===== src/rtl/beta_pipe_cu.sv =====
// beta_pipe_cu: pipelined Beta control unit with prioritised interrupts, load-use interlock and branch annulment
module beta_pipe_cu #(
  parameter int IRQ_LINES = 4,
  parameter bit LOAD_STALL = 1'b1
) (
  input  logic                 CLK,
  input  logic                 RESET,
  input  logic [31:0]          instruction,
  input  logic                 Z,
  input  logic                 SUPER,
  input  logic [IRQ_LINES-1:0] IRQ,
  output logic [2:0]           PCSEL,
  output logic                 RA2SEL,
  output logic                 STALL,
  output logic                 ANNUL,
  output logic [3:0]           IRQ_ID,
  output logic [5:0]           ALUFN,
  output logic                 ASEL,
  output logic                 BSEL,
  output logic                 MOE,
  output logic                 MWR,
  output logic                 WASEL,
  output logic [1:0]           WDSEL,
  output logic                 WERF
);
  typedef struct packed {
    logic [5:0] alufn;
    logic       asel;
    logic       bsel;
    logic       moe;
    logic       mwr;
    logic       wasel;
    logic [1:0] wdsel;
    logic       werf;
    logic       ld;
    logic [4:0] rc;
  } ctl_t;

  logic [5:0] op;
  logic [4:0] rc, ra, rb;
  ctl_t dec, nxt, alu_q;
  logic [5:0] mem_q;
  logic [3:0] wb_q;
  logic [2:0] dec_pcsel;
  logic dec_ra2sel, hazard, take, annul_q, hold;
  logic [IRQ_LINES-1:0] pend, clr;
  logic [3:0] irq_idx;
  logic unused_ok;

  assign op = instruction[31:26];
  assign rc = instruction[25:21];
  assign ra = instruction[20:16];
  assign rb = instruction[15:11];
  assign unused_ok = ^instruction[10:0];

  // opcode decode of the RF-stage instruction into a full control word
  always_comb begin
    dec = '0;
    dec.rc = rc;
    dec_pcsel = 3'b000;
    dec_ra2sel = 1'b0;
    if (op[5]) begin
      dec.alufn = op;
      dec.bsel = op[4];
      dec.wdsel = 2'b01;
      dec.werf = 1'b1;
    end else if (op == 6'b011000 || op == 6'b011111) begin
      dec.alufn = op[0] ? 6'b111111 : 6'b100000;
      dec.asel = op[0];
      dec.bsel = ~op[0];
      dec.moe = 1'b1;
      dec.wdsel = 2'b10;
      dec.werf = 1'b1;
      dec.ld = 1'b1;
    end else if (op == 6'b011001) begin
      dec.alufn = 6'b100000;
      dec.bsel = 1'b1;
      dec.mwr = 1'b1;
      dec_ra2sel = 1'b1;
    end else if (op == 6'b011011 || op == 6'b011100 || op == 6'b011101) begin
      dec.werf = 1'b1;
      dec_pcsel = (op == 6'b011011) ? 3'b010 : {2'b00, Z ^ op[0]};
    end else begin
      dec.wasel = 1'b1;
      dec.werf = 1'b1;
      dec_pcsel = 3'b011;
    end
  end

  // a load in the ALU slot whose destination feeds this instruction costs one bubble
  assign hazard = LOAD_STALL && alu_q.ld && alu_q.rc != 5'd31 &&
                  (alu_q.rc == ra || (op[5:4] == 2'b10 && alu_q.rc == rb) || (op == 6'b011001 && alu_q.rc == rc));
  assign hold  = RESET || annul_q;
  assign STALL = !hold && hazard;
  assign take  = !hold && !hazard && |pend && !SUPER;

  // lowest pending line wins
  always_comb begin
    irq_idx = 4'd0;
    for (int i = IRQ_LINES - 1; i >= 0; i--) if (pend[i]) irq_idx = 4'(i);
  end

  assign clr    = take ? (IRQ_LINES'(1) << irq_idx) : '0;
  assign IRQ_ID = take ? irq_idx : 4'd0;
  assign PCSEL  = hold ? 3'b000 : take ? 3'b100 : STALL ? 3'b000 : dec_pcsel;
  assign RA2SEL = (hold || take) ? 1'b0 : dec_ra2sel;
  assign ANNUL  = PCSEL != 3'b000;

  // control word entering the ALU slot: bubble, trap or the decoded instruction
  always_comb begin
    nxt = dec;
    if (hold || STALL) nxt = '0;
    else if (take) begin
      nxt = '0;
      nxt.wasel = 1'b1;
      nxt.werf = 1'b1;
    end
  end

  // stage slots, sticky interrupt pending bits and the annul flag
  always_ff @(posedge CLK) begin
    if (RESET) begin
      pend <= '0;
      annul_q <= 1'b0;
      alu_q <= '0;
      mem_q <= '0;
      wb_q <= '0;
    end else begin
      pend <= (pend & ~clr) | IRQ;
      annul_q <= ANNUL;
      alu_q <= nxt;
      mem_q <= {alu_q.moe, alu_q.mwr, alu_q.wasel, alu_q.wdsel, alu_q.werf};
      wb_q <= mem_q[3:0];
    end
  end

  assign ALUFN = RESET ? 6'd0 : alu_q.alufn;
  assign ASEL  = !RESET && alu_q.asel;
  assign BSEL  = !RESET && alu_q.bsel;
  assign MOE   = !RESET && mem_q[5];
  assign MWR   = !RESET && mem_q[4];
  assign WASEL = !RESET && wb_q[3];
  assign WDSEL = RESET ? 2'd0 : wb_q[2:1];
  assign WERF  = !RESET && wb_q[0];
endmodule


===== config.mk =====
export PLATFORM = sky130hd
export DESIGN_NAME = beta_pipe_cu
export DESIGN_NICKNAME = d
export VERILOG_FILES = /design/src/rtl/beta_pipe_cu.sv
export SDC_FILE = /design/constraint.sdc
export NUM_CORES = 1
export LEC_CHECK = 0
export ABC_AREA = 1
export ABC_CLOCK_PERIOD_IN_PS = 2500
export CAP_MARGIN = 10
export CORE_ASPECT_RATIO = 1.25
export CORE_MARGIN = 2
export CORE_UTILIZATION = 50
export CTS_BUF_LIST = sky130_fd_sc_hd__clkbuf_8
export DETAILED_ROUTE_END_ITERATION = 8
export DONT_BUFFER_PORTS = 1
export PLACE_DENSITY_LB_ADDON = 0.15
export SYNTH_ARGS = -nofsm -noshare
export SYNTH_HDL_FRONTEND = slang
export SYNTH_SLANG_ARGS = --single-unit

===== constraint.sdc =====
create_clock -name CLK -period 2.5 [get_ports CLK]
set_input_delay 0.5 -clock CLK [delete_from_list [all_inputs] [get_ports CLK]]
set_output_delay 0.5 -clock CLK [all_outputs]
set_load 0.01 [all_outputs]

Word level (Yosys, flattened, before mapping)
Index checks and enable logic that the tools add are counted.
- flip-flop bits (word level): 34
- input bits: 40
- output and inout port bits: 24
- logic and storage cells: 102
- equality and inequality tests: 11
- shift operators: 1
- mux-type cells: 37
- bitwise operators: 6
- reductions and logical operators: 33
- operators with widths (kind ; count):
    $eq 6x5->1 const B ; 6
    $mux 6 ; 4
    $mux 3 ; 7
    $mux 4 ; 5
    $eq 5x5->1 ; 3
    $logic_and 1x1->1 ; 14
    $mux 1 ; 14
    $mux 10 ; 1
    $mux 2 ; 5
    $reduce_or 5->1 ; 2
    $logic_or 1x1->1 ; 8
    $reduce_or 4->1 ; 2
    $mux 5 ; 1
    $ne 5x5->1 const B ; 1
    $and 4x4->4 ; 1
    $logic_not 1->1 ; 4
    $not 4->4 ; 1
    $or 4x4->4 ; 1
    $shl 1x4->4 const A ; 1
    $reduce_bool 3->1 ; 1
    $reduce_or 3->1 ; 1
    $eq 2x2->1 const B ; 1
    $not 1->1 ; 2
    $reduce_or 2->1 ; 1
    $xor 1x1->1 ; 1

Logic depth before layout (Yosys ltp)
Gate-level depths: netlist of run 1.
- word-level depth: 13
- depth in mapped cells: 11
- depth with buffers taken out: 11

Least setup slack after synthesis of run 1
OpenSTA, ideal clock, no wires.
- kind: in2out
- from: in instruction[29]
- to: out RA2SEL
- arrival time: 1.592 ns
- required time: 2.000 ns
- setup slack: 0.408 ns
- cell stages on the path: 10
- buffers on the path: 0
- path through: inv_1 -> nor2_1 -> nand3_2 -> nor2_1 -> nand2_1 -> nand3_2 -> a21oi_4 -> nand2_1 -> inv_2 -> nor3_1
- word-level cells in the longest chain between the ends: 10
- elaborated cells between the ends (all ways): 16
- classes of those cells: 3 x eq/ne; 4 x mux; 9 x reduce/logical
- ends and longest elaborated chain (what ; RTL line ; RTL):
    start: declaration ; 8 ; input logic [31:0] instruction,
    $eq 6x5->1 ; 75, 92 ;
    $logic_and 1x1->1 ; 92 ; (alu_q.rc == ra || (op[5:4] == 2'b10 && alu_q.rc == rb) || (op == 6'b011001 && alu_q.rc == rc));
    $logic_or 1x1->1 ; 92 ;
    $logic_and 1x1->1 ; 91 ; assign hazard = LOAD_STALL && alu_q.ld && alu_q.rc != 5'd31 &&
    $logic_not 1->1 ; 95 ; assign take = !hold && !hazard && |pend && !SUPER;
    $logic_and 1x1->1 (3 in a row) ; 95 ;
    $logic_or 1x1->1 ; 106 ; assign RA2SEL = (hold || take) ? 1'b0 : dec_ra2sel;
    $mux 1 (*) ; 106 ;
    end: declaration ; 13 ; output logic RA2SEL,
Mark *: on every way between the ends. The rest lies on a longest branch, timed or not.

Worst setup path in the final report of run 1
- from: reg alu_q[1] (netlist bit)
- to: out PCSEL[1]
- word-level cells in the longest chain between the ends: 11
- elaborated cells between the ends (all ways): 18
- classes of those cells: 4 x eq/ne; 3 x mux; 11 x reduce/logical
- ends and longest elaborated chain (what ; RTL line ; RTL):
    start: declaration ; 41 ; ctl_t dec, nxt, alu_q;
    start signal: assignment ; 131 ; alu_q <= nxt;
    $eq 5x5->1 ; 92 ;
    $logic_and 1x1->1 ; 92 ;
    $logic_or 1x1->1 (2 in a row) ; 92 ;
    $logic_and 1x1->1 (*) ; 91 ;
    $logic_not 1->1 ; 95 ;
    $logic_and 1x1->1 (3 in a row) ; 95 ;
    $mux 3 (*) (2 in a row) ; 105 ; assign PCSEL = hold ? 3'b000 : take ? 3'b100 : STALL ? 3'b000 : dec_pcsel;
    end: declaration ; 12 ; output logic [2:0] PCSEL,
Marks and branches as above.

==> key figures, run 1 <==
Cells and area
  – N_diodes: 0
  – Nets: 297
  – Filler Cell Count: 319
  – Layout cells sized above 1: 8.91%
  – Area delta synth->final: 8.70%
  – Area of the multi-input gates: 712 um^2
  – Register area: 641 um^2

Routing
  – Via-to-Cell Ratio: 4.52
  – Routed length per instance: 9.64 um
  – Vias after detailed routing: 1,334
  – Total Wirelength: 2840 um
  – Initial DRC Count: 14
  – First-pass iteration count of the detailed router: 4
  – DR DRC count: 0
  – DRT antenna net count: 0

Setup path
  – Crit path required time: 2.00 ns
  – CP Cell Sequence: inv_1 > nand2_1 > nand2_1 > nand2_1 > nor2_1 > nand2_1 > nand3_2 > a21oi_4 > nand2_4 > nor3_1
  – Critical Path End Type: output pin
  – Slowest-stage cell, CP: dfxtp_1
  – Top cell by count, worst path: nand2_1
  – Crit path launch type: flop
  – Reg2Reg Setup Slack: 0.91 ns
  – Kind of critical path: flop to output pin
  – Crit path DAT: 1.76 ns
  – Worst Path Max Fanout: 5
  – Worst r2r path cells: 11
  – Capturing point of the worst reg2reg path: alu_q[13]
  – R2r startpoint: alu_q[1]
  – Max stage delay on crit path: 0.40 ns

Clock tree
  – CTS clk-pin slew, worst paths: 0.07 ns
  – H-Tree Depth: 2
  – Max clock buf depth: 2
  – Post-CTS Hold Fix Bufs: 0
  – CTS root buf: clkbuf_8
  – Worst skew pair latency: 0.29 ns
  – CTS tree: yes
  – CTS Buf Count: 5
  – Sink Count: 32

Pwr
  – Pleak: 0.000875 uW
  – VDD IR max: 0.397 mV
  – P per Cell Area: 657 nW/um^2

Die
  – Die Footprint: 3690 um^2
  – Initial core utilization: 51.3%
  – Std cell rows: 23
  – Die W: 54.8 um
  – Die Y: 67.5 um
  – Core footprint: 3140 um^2
  – I/O pin count: 64

Hold path
  – HP Class: primary input to flop
  – Hold depth: 1
  – Hold_sp: RESET
  – Hold path endpoint: pend[2]

Synth
  – Post-Syn Area per Cell: 6.36 um^2
  – Top_reg_cell synth: dfxtp_1
  – Post-synth ARST share: 0%
  – Sequential fraction of the synthesis area: 39.8%
  – Synth Instances: 253
  – Distinct cells, synth: 23
  – Number of synthesis warnings: 0
  – EDFF count, synth: 0
  – Yosys reg bits: 32
  – Synthesized cell area: 1610 um^2

Timing
  – Maximum clock rate: 443 MHz
  – Setup TNS: 0 ns
  – Final WS setup: 0.241 ns
  – Final Cycle Share: 90.4%
  – Final setup viols: 0
  – Slew Limit Fails: 0
  – RSZ-0062 raised after global routing: no
  – Worst hold slack: 0.276 ns
  – Tmin final: 2.26 ns
  – Clock Skew: 0.00701 ns
  – Hold Fails Final Rpt: 0

Job
  – Max_cap viols: 0

Global route
  – Via count of the first global-routing pass: 1,222
  – Antenna violations before repair: 0
  – GRT overflow: 0
  – Gr usage total: 17.9%
  – First-pass GRT wire length: 4620 um
  – Largest net degree at the start of global routing: 29

Placed design
  – DP HPWL: 2190 um
  – GPL Wtd Cong: 0.836
  – Port Buffers: 0
  – Pre-CTS setup slack: 0.298 ns

Outcome
  – Status: finished, final reports clean
==> worst max path at each step <==
stage,end,startpoint,cells after the start,slack (ns)
finish,PCSEL[1],alu_q[1],10,0.24
CTS,RA2SEL,alu_q[0],10,0.15
global route,PCSEL[1],alu_q[1],10,0.06
floorplan,RA2SEL,instruction[29],10,0.41
global placement,RA2SEL,instruction[29],10,0.31
detailed placement,RA2SEL,instruction[29],10,0.30
==> cell type report <==
cell class | instances | share of cell area (%)
clock buffer | 5 | 3.93
clock inverter | 3 | 2.22
inverter | 61 | 13.1
multi-input combinational | 155 | 40.7
sequential | 32 | 36.6
tap | 37 | 2.64
timing repair buffer | 2 | 0.858
==> Yosys cell counts, types with 3 or more instances <==
master	instances	area share (%)
nand3_1	6	1.9
nor2_1	50	12
nor2_2	5	1.9
a31oi_1	3	1.2
nor3_1	6	1.9
a21oi_1	12	3.7
nand4_1	4	1.6
dfxtp_1	32	40
inv_1	59	14
nand2_1	55	13
==> layout by cell type (no fill, tap or decap) <==
| master | instances |
|---|---|
| a21oi_1 | 12 |
| nand2_4 | 1 |
| nor3_1 | 5 |
| a21oi_4 | 1 |
| a21oi_2 | 2 |
| a31oi_1 | 3 |
| nor2_1 | 50 |
| nand2_1 | 55 |
| dfxtp_1 | 32 |
| clkbuf_8 | 5 |
| nor2_2 | 5 |
| bufinv_16 | 1 |
| inv_2 | 2 |
| o21ai_0 | 2 |
| buf_4 | 2 |
| conb_1 | 2 |
| nand3_2 | 2 |
| clkinv_2 | 1 |
| nand4_1 | 4 |
| xnor2_1 | 2 |
| xor2_1 | 2 |
| nor3_2 | 1 |
| inv_1 | 60 |
| nand3_1 | 6 |
==> critical path, delay by kind of cell, from the launching register on <==
family	cells	cell delay, ns
AND/OR/NAND/NOR	8	0.79
buffers and inverters	1	0.09
flip-flops	1	0.40
AO/OA/AOI/OAI	1	0.20
==> state kept, by name, indices dropped and copies added (netlist names) <==
name / cells
wb_q: 4
alu_q: 18
mem_q: 5
annul_q: 1
pend: 4
==> layer usage <==
metal	wire length, um	track usage, %	up-vias
li1	-	-	748
met1	1140	16.5	542
met2	1410	32.0	36
met3	194	5.09	8
met4	93	13.1	0
met5	0	0	-
==> cells by family (layout without fill, tap and decap cells) <==
| logic type | after synthesis | count (layout) | synth area share, % |
|---|---|---|---|
| other | 1 | 2 | 0.233 |
| flip-flops | 32 | 32 | 39.8 |
| XOR/XNOR | 4 | 4 | 2.18 |
| AND/OR/NAND/NOR | 129 | 129 | 33.6 |
| AO/OA/AOI/OAI | 20 | 20 | 7.62 |
| buffers and inverters | 67 | 71 | 16.5 |
==> power by group <==
group	total, uW	internal, uW	leakage (uW)	switching, uW
clock network	475	291	0.0000593	183
logic	127	44.3	0.000554	82.8
registers	548	535	0.000262	12.7
==> timing repair <==
item                                    in CTS  in global routing
resized for setup                            0                  1
endpoints found under the setup margin       0                  1
buffers inserted                             0                  0
==> per-stage QoR <==
| step | std cells | instance area, um^2 | total power, uW | util, % |
|---|---|---|---|---|
| after detailed placement | 287 | 1640 | 687 | 52.2 |
| after floorplan | 254 | 1610 | 675 | - |
| after CTS | 295 | 1750 | 1170 | 55.6 |
| after global placement | 287 | 1640 | 686 | 52.2 |
| final | 295 | 1750 | 1150 | 55.8 |
| after global routing | 295 | 1750 | 1210 | 55.8 |
Power figures use the tool's default switching activity.
==> inputs of run 2 (changes only) <==
- CORE_UTILIZATION: 50 -> 48
- DONT_BUFFER_PORTS: 1 -> unset
==> run 2 against run 1 <==
Net effect: clock-buffer cell count rose by 2; critical path depth up 1; final cell count rose by 30%; critical path type is now primary input to output pin; highest routed layer unchanged; total power is 6.5% higher; core utilization up 24 points; combinational power is 100% higher; maximum frequency decreased by 5.3%; die area is 3.9% higher.
==> key figures, run 2 (synthesized netlist as in run 1, its figures left out) <==
Setup path
  – Crit path launch type: primary input (was flop)
  – Kind of critical path: primary input to output pin (was flop to output pin)
  – Crit path required time: 2.00 ns (about the same)
  – Top delay family on crit path: buffers and inverters (was simple AND/OR/NAND/NOR gates)
  – Slowest-stage cell, CP: dlygate4sd2_1 (was dfxtp_1)
  – Buffers and inverters on the worst path: 6 (was 1)
  – Critical Path End Type: output pin (unchanged)
  – Top cell by count, worst path: buf_4 (was nand2_1)
  – CP Cell Sequence: dlygate4sd2_1 > inv_1 > nor2_4 > inv_2 > nor3_4 > buf_4 > buf_4 > nor2_1 > o21ai_2 > nand2_1 > buf_2 (was inv_1 > nand2_1 > nand2_1 > nand2_1 > nor2_1 > nand2_1 > nand3_2 > a21oi_4 > nand2_4 > nor3_1)
  – Worst Path Max Fanout: 3 (was 5)
  – Crit path DAT: 1.89 ns (was 1.76 ns)
  – Max stage delay on crit path: 0.22 ns (was 0.40 ns)

Clock tree
  – Worst skew pair latency: 0.28 ns (was 0.29 ns)
  – CTS Buf Count: 5 (unchanged)
  – CTS tree: yes (unchanged)
  – Sink Count: 32 (unchanged)
  – CTS root buf: clkbuf_8 (unchanged)
  – CTS clk-pin slew, worst paths: 0.06 ns (was 0.07 ns)
  – Max clock buf depth: 2 (unchanged)
  – H-Tree Depth: 2 (unchanged)

Timing
  – Maximum clock rate: 419 MHz (was 443 MHz)
  – Slew Limit Fails: 0 (unchanged)
  – Final Cycle Share: 95.4% (was 90.4%)
  – Hold Fails Final Rpt: 0 (unchanged)
  – Tmin final: 2.39 ns (was 2.26 ns)
  – Clock Skew: 0.00395 ns (was 0.00701 ns)
  – Final setup viols: 0 (unchanged)
  – Setup TNS: 0 ns (unchanged)

Placed design
  – DP Area: 2310 um^2 (was 1640 um^2)
  – Port Buffers: 50 (was 0)
  – DP HPWL: 2770 um (was 2190 um)
  – GPL Wtd Cong: 0.839 (was 0.836)
  – Placed Cells incl. Taps: 360 (was 287)

Routing
  – Total Wirelength: 4160 um (was 2840 um)
  – First-pass iteration count of the detailed router: 5 (was 4)
  – Initial DRC Count: 82 (was 14)
  – DRT antenna net count: 0 (unchanged)
  – Via-to-Cell Ratio: 4.68 (was 4.52)
  – DR DRC count: 0 (unchanged)
  – Vias after detailed routing: 1,791 (was 1,334)
  – Routed length per instance: 10.9 um (was 9.64 um)

Die
  – Initial core utilization: 50.4% (was 51.3%)
  – Std cell rows: 23 (unchanged)
  – Die Y: 68.8 um (was 67.5 um)
  – Die Footprint: 3840 um^2 (was 3690 um^2)
  – Core footprint: 3190 um^2 (was 3140 um^2)
  – Die W: 55.8 um (was 54.8 um)
  – I/O pin count: 64 (unchanged)

Outcome
  – Status: finished, final reports clean (unchanged)

Global route
  – First-pass GRT wire length: 6860 um (was 4620 um)
  – GRT overflow: 0 (unchanged)
  – Largest net degree at the start of global routing: 28 (was 29)
  – Via count of the first global-routing pass: 1,720 (was 1,222)
  – Antenna violations before repair: 0 (unchanged)
  – Gr usage total: 23.1% (was 17.9%)

Job
  – Max_cap viols: 0 (unchanged)

Pwr
  – Pleak: 0.00131 uW (was 0.000875 uW)
  – VDD IR max: 0.475 mV (was 0.397 mV)
  – Power Total: 1220 uW (was 1150 uW)
  – P per Cell Area: 479 nW/um^2 (was 657 nW/um^2)

Cells and area
  – Fin cells: 383 (was 295)
  – Layout cells sized above 1: 25.7% (was 8.91%)
  – Most common cell after layout, fill and taps aside: inv_1 (unchanged)
  – Nets: 386 (was 297)
  – Largest Register: alu_q (unchanged)
  – Max FFs per register: 18 (unchanged)
  – Area delta synth->final: 58.7% (was 8.70%)
  – Final instance area: 2550 um^2 (was 1750 um^2)
  – Top Registers: alu_q x18, mem_q x5 (unchanged)
  – Most frequent cells in the layout: inv_1 (55), nand2_1 (53), nor2_1 (47) (was inv_1 (60), nand2_1 (55), nor2_1 (50))
  – N_diodes: 0 (unchanged)

Hold path
  – HP Class: flop to flop (was primary input to flop)
-- run 2: per-stage QoR --
| stage | worst slack (ns) | hold slack, ns | util (%) |
|---|---|---|---|
| finish | 0.114 | 0.401 | 80.0 |
| global route | -0.0489 | 0.420 | 80.0 |
| CTS | 0.0229 | 0.402 | 78.7 |
| detailed placement | -0.525 | 0.394 | 72.3 |
| global placement | -0.501 | 0.389 | 72.3 |
| floorplan | 0.408 | 0.388 | - |
-- run 2: final timing paths --
kind	startpoint	to	slack [ns]	cells past startpoint
hold / removal	mem_q[1]	wb_q[1]	0.40	2
hold reg to reg	mem_q[1]	wb_q[1]	0.40	2
setup / recovery	instruction[30]	ANNUL	0.11	11
setup reg to reg	alu_q[1]	pend[1]	0.22	19
-- run 2: report_power, final --
| part | internal [uW] | leakage (uW) | switching [uW] |
|---|---|---|---|
| sequential | 536 | 0.000263 | 13.8 |
| combinational | 124 | 0.000999 | 134 |
| clock | 245 | 0.0000503 | 172 |
| total | 905 | 0.00131 | 319 |
-- run 2: timing repair --
item,CTS,global route
pin swaps,16,4
hold buffers,0,0
setup buffers,16,0
endpoints found under the setup margin,8,8
resized for setup,63,15
-- run 2: per-layer routing --
metal  wire (um)  vias up  global-route usage [%]
li1            -      929                       -
met1        1580      792                    23.2
met2        2250       54                    45.2
met3         183       16                    4.29
met4         144        0                    13.4
met5           0        -                       0
-- run 2: cell type report --
type                       count  area, um^2
inverter                      61         229
clock buffer                   7        96.3
sequential                    32         643
tap                           37        46.3
timing repair buffer          91         756
multi-input combinational    155         785
fill                         224         639
-- run 2: worst min-delay path: cells and delay by family, from the launching register on --
family / cells / cell delay, ns
buf+inv: 1 / 0.04
flops: 1 / 0.29
simple gates: 1 / 0.03
